<file path="config.mk">
export PLATFORM = sky130hd
export DESIGN_NAME = syscall_controller
export DESIGN_NICKNAME = d
export VERILOG_FILES = /design/src/rtl/syscall_controller.sv
export SDC_FILE = /design/constraint.sdc
export NUM_CORES = 1
export LEC_CHECK = 0
export ABC_CLOCK_PERIOD_IN_PS = 4400
export CORE_MARGIN = 2
export CORE_UTILIZATION = 40
export DETAILED_ROUTE_END_ITERATION = 10
export PLACE_DENSITY = 0.74
export SLEW_MARGIN = 25
export SYNTH_ARGS = -nofsm -noshare
export SYNTH_HDL_FRONTEND = slang
export SYNTH_SLANG_ARGS = --single-unit
</file>
<file path="constraint.sdc">
create_clock -name clk -period 4.4 [get_ports clk]
set_input_delay 0.88 -clock clk [delete_from_list [all_inputs] [get_ports clk]]
set_output_delay 0.88 -clock clk [all_outputs]
set_load 0.05 [all_outputs]
</file>
<file path="src/rtl/syscall_controller.sv">
// syscall_controller: services MIPS syscalls (print int, print string, exit)
// for the pipelined CPU. It stalls the pipeline, walks null-terminated strings
// through a memory read port and emits items on a valid/ready stream.
// Optional macro SYSCALL_STATS_EN enables the retired-instruction and cycle
// counters; when it is undefined both counters read constant 0.
module syscall_controller #(
    parameter int MAX_WORDS = 64
) (
    input  logic        clk,
    input  logic        reset,
    input  logic        sys_req,
    input  logic [31:0] sys_v,
    input  logic [31:0] sys_a,
    input  logic        inst_retire,
    output logic        stall,
    output logic        mem_rd,
    output logic [29:0] mem_addr,
    input  logic [31:0] mem_data,
    output logic        out_valid,
    input  logic        out_ready,
    output logic        out_type,
    output logic [31:0] out_data,
    output logic        halt,
    output logic [31:0] inst_count,
    output logic [31:0] cycle_count
);

    localparam int WCW = $clog2(MAX_WORDS + 1);
    localparam logic [WCW-1:0] LAST_WORD = WCW'(MAX_WORDS - 1);

    typedef enum logic [2:0] {
        IDLE, INT_OUT, STR_RD, STR_WAIT, STR_EMIT, NL_OUT, DONE, HALTED
    } state_t;

    state_t         state, state_nxt;
    logic [31:0]    a_q;
    logic [29:0]    ptr;
    logic [WCW-1:0] wcnt;
    logic [31:0]    word_buf;
    logic [1:0]     idx;
    logic [7:0]     cur_byte;
    logic           accept;
    logic           exit_req;

    assign cur_byte = word_buf[8*idx +: 8];
    assign accept   = (state == IDLE) && sys_req;
    assign exit_req = accept && (sys_v == 32'd10);
    assign mem_addr = ptr;

    // State register
    always_ff @(posedge clk or posedge reset) begin
        if (reset) state <= IDLE;
        else       state <= state_nxt;
    end

    // Next-state logic; stream states only advance on out_ready
    always_comb begin
        state_nxt = state;
        case (state)
            IDLE: begin
                if (sys_req) begin
                    case (sys_v)
                        32'd1:   state_nxt = INT_OUT;
                        32'd4:   state_nxt = STR_RD;
                        32'd10:  state_nxt = HALTED;
                        default: state_nxt = DONE;
                    endcase
                end
            end
            INT_OUT:  if (out_ready) state_nxt = NL_OUT;
            STR_RD:   state_nxt = STR_WAIT;
            STR_WAIT: state_nxt = STR_EMIT;
            STR_EMIT: begin
                if (cur_byte == 8'h00)
                    state_nxt = NL_OUT;
                else if (out_ready && idx == 2'd3)
                    state_nxt = (wcnt == LAST_WORD) ? NL_OUT : STR_RD;
            end
            NL_OUT:   if (out_ready) state_nxt = DONE;
            DONE:     state_nxt = IDLE;
            HALTED:   state_nxt = HALTED;
            default:  state_nxt = IDLE;
        endcase
    end

    // Datapath: argument latch, string pointer, word buffer and byte index
    always_ff @(posedge clk or posedge reset) begin
        if (reset) begin
            a_q      <= '0;
            ptr      <= '0;
            wcnt     <= '0;
            word_buf <= '0;
            idx      <= '0;
        end else begin
            if (accept) begin
                a_q  <= sys_a;
                ptr  <= sys_a[31:2];
                wcnt <= '0;
            end
            if (state == STR_WAIT) begin
                word_buf <= mem_data;
                idx      <= '0;
            end
            if (state == STR_EMIT && cur_byte != 8'h00 && out_ready) begin
                if (idx != 2'd3) begin
                    idx <= idx + 2'd1;
                end else begin
                    ptr  <= ptr + 30'd1;
                    wcnt <= wcnt + 1'b1;
                end
            end
        end
    end

    // Outputs; reset gates stall so it drops asynchronously even with sys_req held
    always_comb begin
        stall     = 1'b1;
        mem_rd    = 1'b0;
        out_valid = 1'b0;
        out_type  = 1'b0;
        out_data  = '0;
        halt      = 1'b0;
        case (state)
            IDLE:     stall = sys_req;
            INT_OUT: begin
                out_valid = 1'b1;
                out_type  = 1'b1;
                out_data  = a_q;
            end
            STR_RD:   mem_rd = 1'b1;
            STR_EMIT: begin
                out_valid = (cur_byte != 8'h00);
                out_data  = (cur_byte != 8'h00) ? {24'h0, cur_byte} : 32'h0;
            end
            NL_OUT: begin
                out_valid = 1'b1;
                out_data  = 32'h0000_000A;
            end
            DONE:     stall = 1'b0;
            HALTED:   halt = 1'b1;
            default:  stall = 1'b1;
        endcase
        if (reset) stall = 1'b0;
    end

`ifdef SYSCALL_STATS_EN
    logic count_en;
    // The exit-accept cycle is not counted: counters freeze from that cycle on
    assign count_en = (state != HALTED) && !exit_req;

    // Free-running statistics counters, wrapping modulo 2^32
    always_ff @(posedge clk or posedge reset) begin
        if (reset) begin
            cycle_count <= '0;
            inst_count  <= '0;
        end else if (count_en) begin
            cycle_count <= cycle_count + 32'd1;
            if (inst_retire) inst_count <= inst_count + 32'd1;
        end
    end
`else
    logic unused_stats;
    assign unused_stats = &{1'b0, inst_retire, exit_req};
    assign cycle_count  = '0;
    assign inst_count   = '0;
`endif

endmodule

</file>
After elaboration in Yosys (flattened, before gate mapping)
Cells that the tools add are included.

word-level totals
  flip-flop bits (word level) = 106
  bits of input ports = 101
  output and inout port bits = 131
  word-level logic and storage cells = 61

operators by class
  $add $sub $neg = 3
  equal/unequal tests = 17
  shift-type cells = 1
  muxes and demuxes = 25
  reductions and logical operators = 9

operator list
  operator                 number
  $pmux W32 S3             1
  $mux W30                 3
  $eq A32 B1 Y1 const B    1
  $eq A32 B3 Y1 const B    1
  $eq A32 B4 Y1 const B    1
  $shiftx A32 B6 Y8        1
  $add A30 B1 Y30 const B  1
  $pmux W3 S8              1
  $mux W7                  3
  $mux W3                  6
  $eq A3 B3 Y1 const B     4
  $pmux W3 S3              1
  $logic_not A8 Y1         1
  $mux W8                  1
  $ne A2 B2 Y1 const B     4
  $reduce_bool A8 Y1       1
  $add A7 B1 Y7 const B    1
  $eq A7 B6 Y1 const B     1
  $eq A3 B2 Y1 const B     2
  $mux W2                  3
  $logic_and A1 B1 Y1      4
  $mux W1                  4
  $pmux W1 S2              2
  $reduce_and A4 Y1        1
  6 further kinds          6

Longest topological paths before layout
Gate-level depths: netlist of run 1.

  word-level depth = 5
  mapped depth = 8
  depth with buffers taken out = 6

Worst setup path before layout of run 1
No wires, ideal clock.

  kind = reg2out
  from = register idx[0]
  to = output out_valid
  arrival = 2.273 ns
  slack = 1.247 ns
  stages on the path, launching flop included = 6
  cells stage by stage = dfrtp_1 buf_6 mux4_2 or4_1 nor2_1 o21ai_0

on the way
  word-level cells in the longest chain between the ends = 3

ends and longest elaborated chain
  what                    RTL line  RTL
  start, declared         40        logic [1:0] idx;
  start signal, assigned  106       idx <= idx + 2'd1;
  $shiftx A32 B6 Y8       45        assign cur_byte = word_buf[8*idx +: 8];
  $reduce_bool A8 Y1      132       out_valid = (cur_byte != 8'h00);
  $pmux W1 S2             123       case (state)
  end, declared           19        output logic out_valid,

No other way between the ends.

Worst setup path in the final report of run 1
Ends and elaborated chain as after synthesis.

==> impl_metrics.env, run 1 <==
export IMPL_hold_violations=0
export IMPL_clockRootBuffer="clkbuf_16"
export IMPL_critPathMaxFanout=11
export IMPL_synth_area_top_cells="dfrtp_1 (43%), buf_4 (7.9%), nand2_1 (7.2%)"
export IMPL_dieArea_um2=16300
export IMPL_rr_startpoint="idx[0]"
export IMPL_cts_resized=0
export IMPL_insertion_delay_ns=0.36
export IMPL_cts_setup_buffers=0
export IMPL_leakagePower_nw=3.49
export IMPL_clockBufferDepth=2
export IMPL_synth_xor_area_share_pct=0.573
export IMPL_power_density_nw_per_um2=692
export IMPL_antenna_left=0
export IMPL_synthAdderAreaFrac_pct=0.614
export IMPL_synth_largest_area_cell="dfrtp_1"
export IMPL_initial_core_util_pct=40.5
export IMPL_report_final_slew_viol_count=0
export IMPL_drc=0
export IMPL_synth_top_family_by_area="simple AND/OR/NAND/NOR gates"
export IMPL_yosysMostFrequentCell="nand2_1"
export IMPL_ios=232
export IMPL_clk_pin_slew_ns=0.07
export IMPL_worst_setup_path_type="reg2out"
export IMPL_ys_ff_latch=106
export IMPL_synth_top_area_share_pct=43.4
export IMPL_preCtsSetupSlack_ns=0.728
export IMPL_synth_edf_count=0
export IMPL_worst_r2r_endpoint="mem_addr[2]"
export IMPL_synth_compound_area_share_pct=10.1
export IMPL_dp_final_hpwl_um=11700
export IMPL_seq_area_frac_synth_pct=43.4
export IMPL_grt_antenna_before_repair=0
export IMPL_worstSetupEndpointType="output pin"
export IMPL_r2r_slack_ns=1.24
export IMPL_wire_per_inst_um=16.7
export IMPL_post_synth_and_or_nand_nor_area_fraction_pct=22.5
export IMPL_status="finished clean"
export IMPL_ys_flop_type="dfrtp_1"
export IMPL_wl_um=16300
export IMPL_rows=45
export IMPL_vias_per_cell=5.23
export IMPL_yosysUniqueCellTypes=62
export IMPL_synthCells=635
export IMPL_tightest_slew_ns=0.782
export IMPL_netlist_area_um2=6110
export IMPL_cap_violations=0
export IMPL_report_power_total_mw=5.57
export IMPL_period_share_pct=92.0
export IMPL_final_nets=891
export IMPL_period_minus_slack_ns=4.05
export IMPL_n_antenna_cell=0
export IMPL_syn_mean_instance_area_um2=9.63
export IMPL_cts_tree="done"
export IMPL_die_w_um=128
export IMPL_grt_max_degree=75
export IMPL_fmax_mhz=247
export IMPL_core_um2=15100
export IMPL_drtIter0Drc=460
export IMPL_gr_total_overflow=0
export IMPL_cts_sinks=106
export IMPL_htree_num_levels=3
export IMPL_tns_ns=0
export IMPL_cp_required_ns=3.52
export IMPL_async_flop_share_pct=100
export IMPL_die_h_um=128
export IMPL_synth_warnings=0
export IMPL_syn_to_final_growth_pct=31.6
export IMPL_crit_start="idx[0]"
export IMPL_postCtsHoldBufs=0
export IMPL_rsz0062_at_grt="no"
export IMPL_slew_headroom_pct=47.9
export IMPL_cts_inserted_buffers=9
export IMPL_critPathCapture="out_valid"
export IMPL_grt_pass1_wl_um=25600
export IMPL_grt_pass1_vias=4696
export IMPL_layout_drive_gt1_share_pct=10.2
export IMPL_setup_ws_ns=0.351
export IMPL_synth_common_cells="nand2_1 (117), dfrtp_1 (106), buf_4 (64)"
export IMPL_setup_viol=0
export IMPL_synth_mux_area_share_pct=11.8
export IMPL_start_kind="register"
export IMPL_hold_class="reg2reg"
export IMPL_fin_skew_ns=0.0113
export IMPL_nFillCells=1358
export IMPL_ir_drop_mv=0.335
export IMPL_crit_arrival_ns=3.17
export IMPL_place_gp_congestion=0.805
export IMPL_dr_pass1_iters=5
export IMPL_grt_usage_pct=19.9
export IMPL_ff2ff_path_depth=6
export IMPL_hold_path_depth=2
export IMPL_port_buffers=166
export IMPL_vias=5121
worst min-delay path by stage:
stage | start | to | slack (ns)
floorplan | a_q[11] | a_q[11] | 0.44
global placement | a_q[11] | a_q[11] | 0.45
detailed placement | a_q[28] | a_q[28] | 0.45
CTS | a_q[9] | a_q[9] | 0.47
global route | a_q[30] | a_q[30] | 0.49
finish | a_q[9] | a_q[9] | 0.47
through the flow:
stage	instance area (um^2)	util [%]	hold slack, ns	std cells
final	8050	53.3	0.465	980
after global routing	8050	53.3	0.490	980
after CTS	8040	53.3	0.473	980
after detailed placement	7730	51.3	0.454	964
after global placement	7730	51.3	0.450	964
after floorplan	6350	-	0.437	698
cell type report:
| type | count | area, um^2 | share of cell area, % |
|---|---|---|---|
| sequential | 106 | 2650 | 33.0 |
| timing repair buffer | 179 | 1770 | 22.0 |
| inverter | 8 | 35.0 | 0.435 |
| tap | 188 | 235 | 2.92 |
| multi-input combinational | 483 | 3040 | 37.8 |
| clock buffer | 9 | 225 | 2.80 |
| clock inverter | 7 | 83.8 | 1.04 |
critical path, stage by stage (launching register included):
cell and delay, ns:
dfrtp_1 0.32, buf_4 0.22, mux4_2 0.57, or4_1 0.62, nor2_1 0.25, o21ai_0 0.11
clkdlybuf4s50_1 0.73
cell usage in the layout (no fill, tap or decap), types with 5 or more instances in the layout:
cell,count
clkdlybuf4s50_1,166
nand2_1,117
dfrtp_1,106
conb_1,64
mux2_2,33
and2_1,28
nand3_1,28
nor2_1,19
mux2i_1,17
buf_4,12
and3_1,11
nand4_1,11
nor3_1,11
nor4_1,10
o21ai_0,9
o21ai_1,9
clkbuf_16,9
mux4_2,8
inv_1,7
nand3b_1,6
a22o_1,6
a21o_1,6
or3_1,6
a21oi_1,5
and4_1,5
a31oi_1,5
where the power goes:
part,switching [mW],leakage (nW),internal [mW]
logic,1.77,2.04,1.13
clock network,0.398,0.154,0.454
registers,0.395,1.29,1.42
state kept, by name (all words and copies together) (netlist names):
name      flops
a_q          32
idx           2
mem_addr     30
state         3
wcnt          7
word_buf     32
logic make-up after synthesis:
group | count (synthesis)
AND/OR/NAND/NOR | 272
buffers and inverters | 109
flip-flops | 106
AO/OA/AOI/OAI | 82
multiplexers | 58
XOR/XNOR | 4
adder cells (fa/ha/maj) | 3
other | 1
layer usage:
layer	vias to the layer above	global-route usage [%]	wire length, um
li1	2444	-	-
met1	2478	28.0	7130
met2	173	31.8	8060
met3	26	2.81	786
met4	0	6.72	369
met5	-	0	0
Power figures use the tool's default switching activity.
==> run 2, diff against run 1 <==
- TNS_END_PERCENT: unset -> 1
==> results of run 2 <==
Same layout as run 1: the final DEF is identical, and so are final timing and power.
==> run 3, diff against run 2 <==
- CELL_PAD_IN_SITES_DETAIL_PLACEMENT: unset -> 0
- CELL_PAD_IN_SITES_GLOBAL_PLACEMENT: unset -> 1
- CORE_UTILIZATION: 40 -> 33
- PLACE_DENSITY: 0.74 -> unset
- PLACE_DENSITY_LB_ADDON: unset -> 0.1
==> run 3 against run 2 <==
The flow now finishes with violations (DRC). Total power increased by 0.72%. Clock-buffer cell count unchanged. Global-route usage shrank 2.1 points. Via count is 0.21% lower. Fmax fell by 2.2%. Die area up 21%. Non-clock buffer count grew 3. First-iteration DRC count decreased by 42%. Clock skew increased by 0.0015 ns. Clock power increased by 2%. Critical endpoint unchanged. Largest cell class unchanged. Highest routed layer unchanged.
==> impl_metrics.env, run 3 (synthesized netlist as in run 1, its figures left out) <==
export IMPL_status="finished with violations"
export IMPL_violations="DRC"
export IMPL_final_util_pct=44.9
export IMPL_place_gp_congestion=0.756
export IMPL_tightest_slew_ns=0.887
export IMPL_critPathMaxFanout=8
export IMPL_gr_total_overflow=0
export IMPL_initial_core_util_pct=33.8
export IMPL_die_h_um=140
export IMPL_cp_required_ns=3.52
export IMPL_tns_ns=0
export IMPL_syn_to_final_growth_pct=32.8
export IMPL_hold_class="reg2reg"
export IMPL_hold_violations=0
export IMPL_ios=232
export IMPL_fin_skew_ns=0.0128
export IMPL_mostFrequentLayoutCell="clkdlybuf4s50_1"
export IMPL_worst_setup_path_type="reg2out"
export IMPL_clockRootBuffer="clkbuf_16"
export IMPL_clockBufferDepth=2
export IMPL_fin_area_um2=8120
export IMPL_htree_num_levels=3
export IMPL_final_cell_mix="clkdlybuf4s50_1 (166), nand2_1 (117), dfrtp_1 (105)"
export IMPL_slowest_stage="clkdlybuf4s50_1"
export IMPL_grt_antenna_before_repair=1
export IMPL_core_um2=18100
export IMPL_grt_max_degree=70
export IMPL_clk_pin_slew_ns=0.08
export IMPL_layout_drive_gt1_share_pct=10.7
export IMPL_report_final_slew_viol_count=0
export IMPL_vias=5110
export IMPL_rows=49
export IMPL_vias_per_cell=4.99
export IMPL_cts_inserted_buffers=9
export IMPL_worstSetupEndpointType="output pin"
export IMPL_antenna_left=0
export IMPL_dr_pass1_iters=8
export IMPL_wl_um=17300
export IMPL_rsz0062_at_grt="no"
export IMPL_cp_buffers_inverters=2
export IMPL_path_delay_family="buffers and inverters"
export IMPL_ir_drop_mv=0.270
export IMPL_fmax_mhz=242
export IMPL_setup_viol=0
export IMPL_crit_arrival_ns=3.26
export IMPL_grt_pass1_wl_um=27800
export IMPL_period_minus_slack_ns=4.14
export IMPL_drc=13
export IMPL_drtIter0Drc=269
export IMPL_dieArea_um2=19600
export IMPL_slew_headroom_pct=40.9
export IMPL_port_buffers=166
export IMPL_place_area_um2=7800
export IMPL_cts_sinks=106
export IMPL_grt_usage_pct=17.8
export IMPL_start_kind="register"
export IMPL_dp_final_hpwl_um=12700
export IMPL_insertion_delay_ns=0.36
export IMPL_holdWs_ns=0.469
export IMPL_cts_tree="done"
export IMPL_leakagePower_nw=3.50
export IMPL_worstPathCellList="buf_4 > mux4_2 > or4_1 > nor2_1 > o21ai_0 > clkdlybuf4s50_1"
export IMPL_cap_violations=0
export IMPL_wire_per_inst_um=16.9
export IMPL_power_density_nw_per_um2=691
export IMPL_die_w_um=140
export IMPL_grt_pass1_vias=5090
export IMPL_final_nets=894
export IMPL_period_share_pct=94.1
export IMPL_cp_slowest_stage_delay_ns=0.73
export IMPL_cts_setup_buffers=0
-- run 3: worst register-to-register path, cell delays in order, from the launching register on --
cell	delay (ns)
dfrtp_2	0.51
buf_4	0.20
mux4_2	0.54
nor4_2	0.62
a21oi_4	0.25
buf_4	0.28
and3_1	0.18
or3_1	0.36
-- run 3: per-stage QoR --
stage | worst slack (ns) | total power [mW] | instances
floorplan | 0.731 | 3.84 | 698
global placement | 0.509 | 4.72 | 1008
detailed placement | 0.447 | 4.77 | 1008
CTS | 0.0517 | 5.67 | 1024
global route | 0.0980 | 5.96 | 1025
finish | 0.259 | 5.61 | 1025
-- run 3: where the power goes --
part	internal [mW]	switching [mW]
Clock	0.459	0.411
Combinational	1.13	1.76
Sequential	1.42	0.421
-- run 3: timing repair --
item,4_1_cts,5_1_grt
endpoints found under the setup margin,0,1
resized for setup,0,1
hold buffers,0,0
-- run 3: cell type report --
cell class | count | area (um^2)
antenna | 1 | 2.50
clock buffer | 9 | 225
clock inverter | 7 | 92.6
fill | 1738 | 9970
inverter | 8 | 32.5
multi-input combinational | 483 | 3040
sequential | 106 | 2650
tap | 229 | 287
timing repair buffer | 182 | 1780
-- run 3: per-layer routing --
layer / GRT usage [%] / wire length (um)
met1: 23.8 / 7860
met3: 3.90 / 864
met5: 0 / 0
met2: 29.5 / 8310
met4: 4.41 / 274
-- run 3: path summary, 6_finish.rpt --
check	from	end	slack (ns)	depth (start not counted)
min in group asynchronous	reset	state[0]	1.09	2
max	idx[0]	out_valid	0.26	6
max reg2reg	idx[0]	mem_addr[17]	1.34	7
min	a_q[19]	a_q[19]	0.47	2
max in group asynchronous	reset	mem_addr[5]	2.47	3
min reg2reg	a_q[19]	a_q[19]	0.47	2
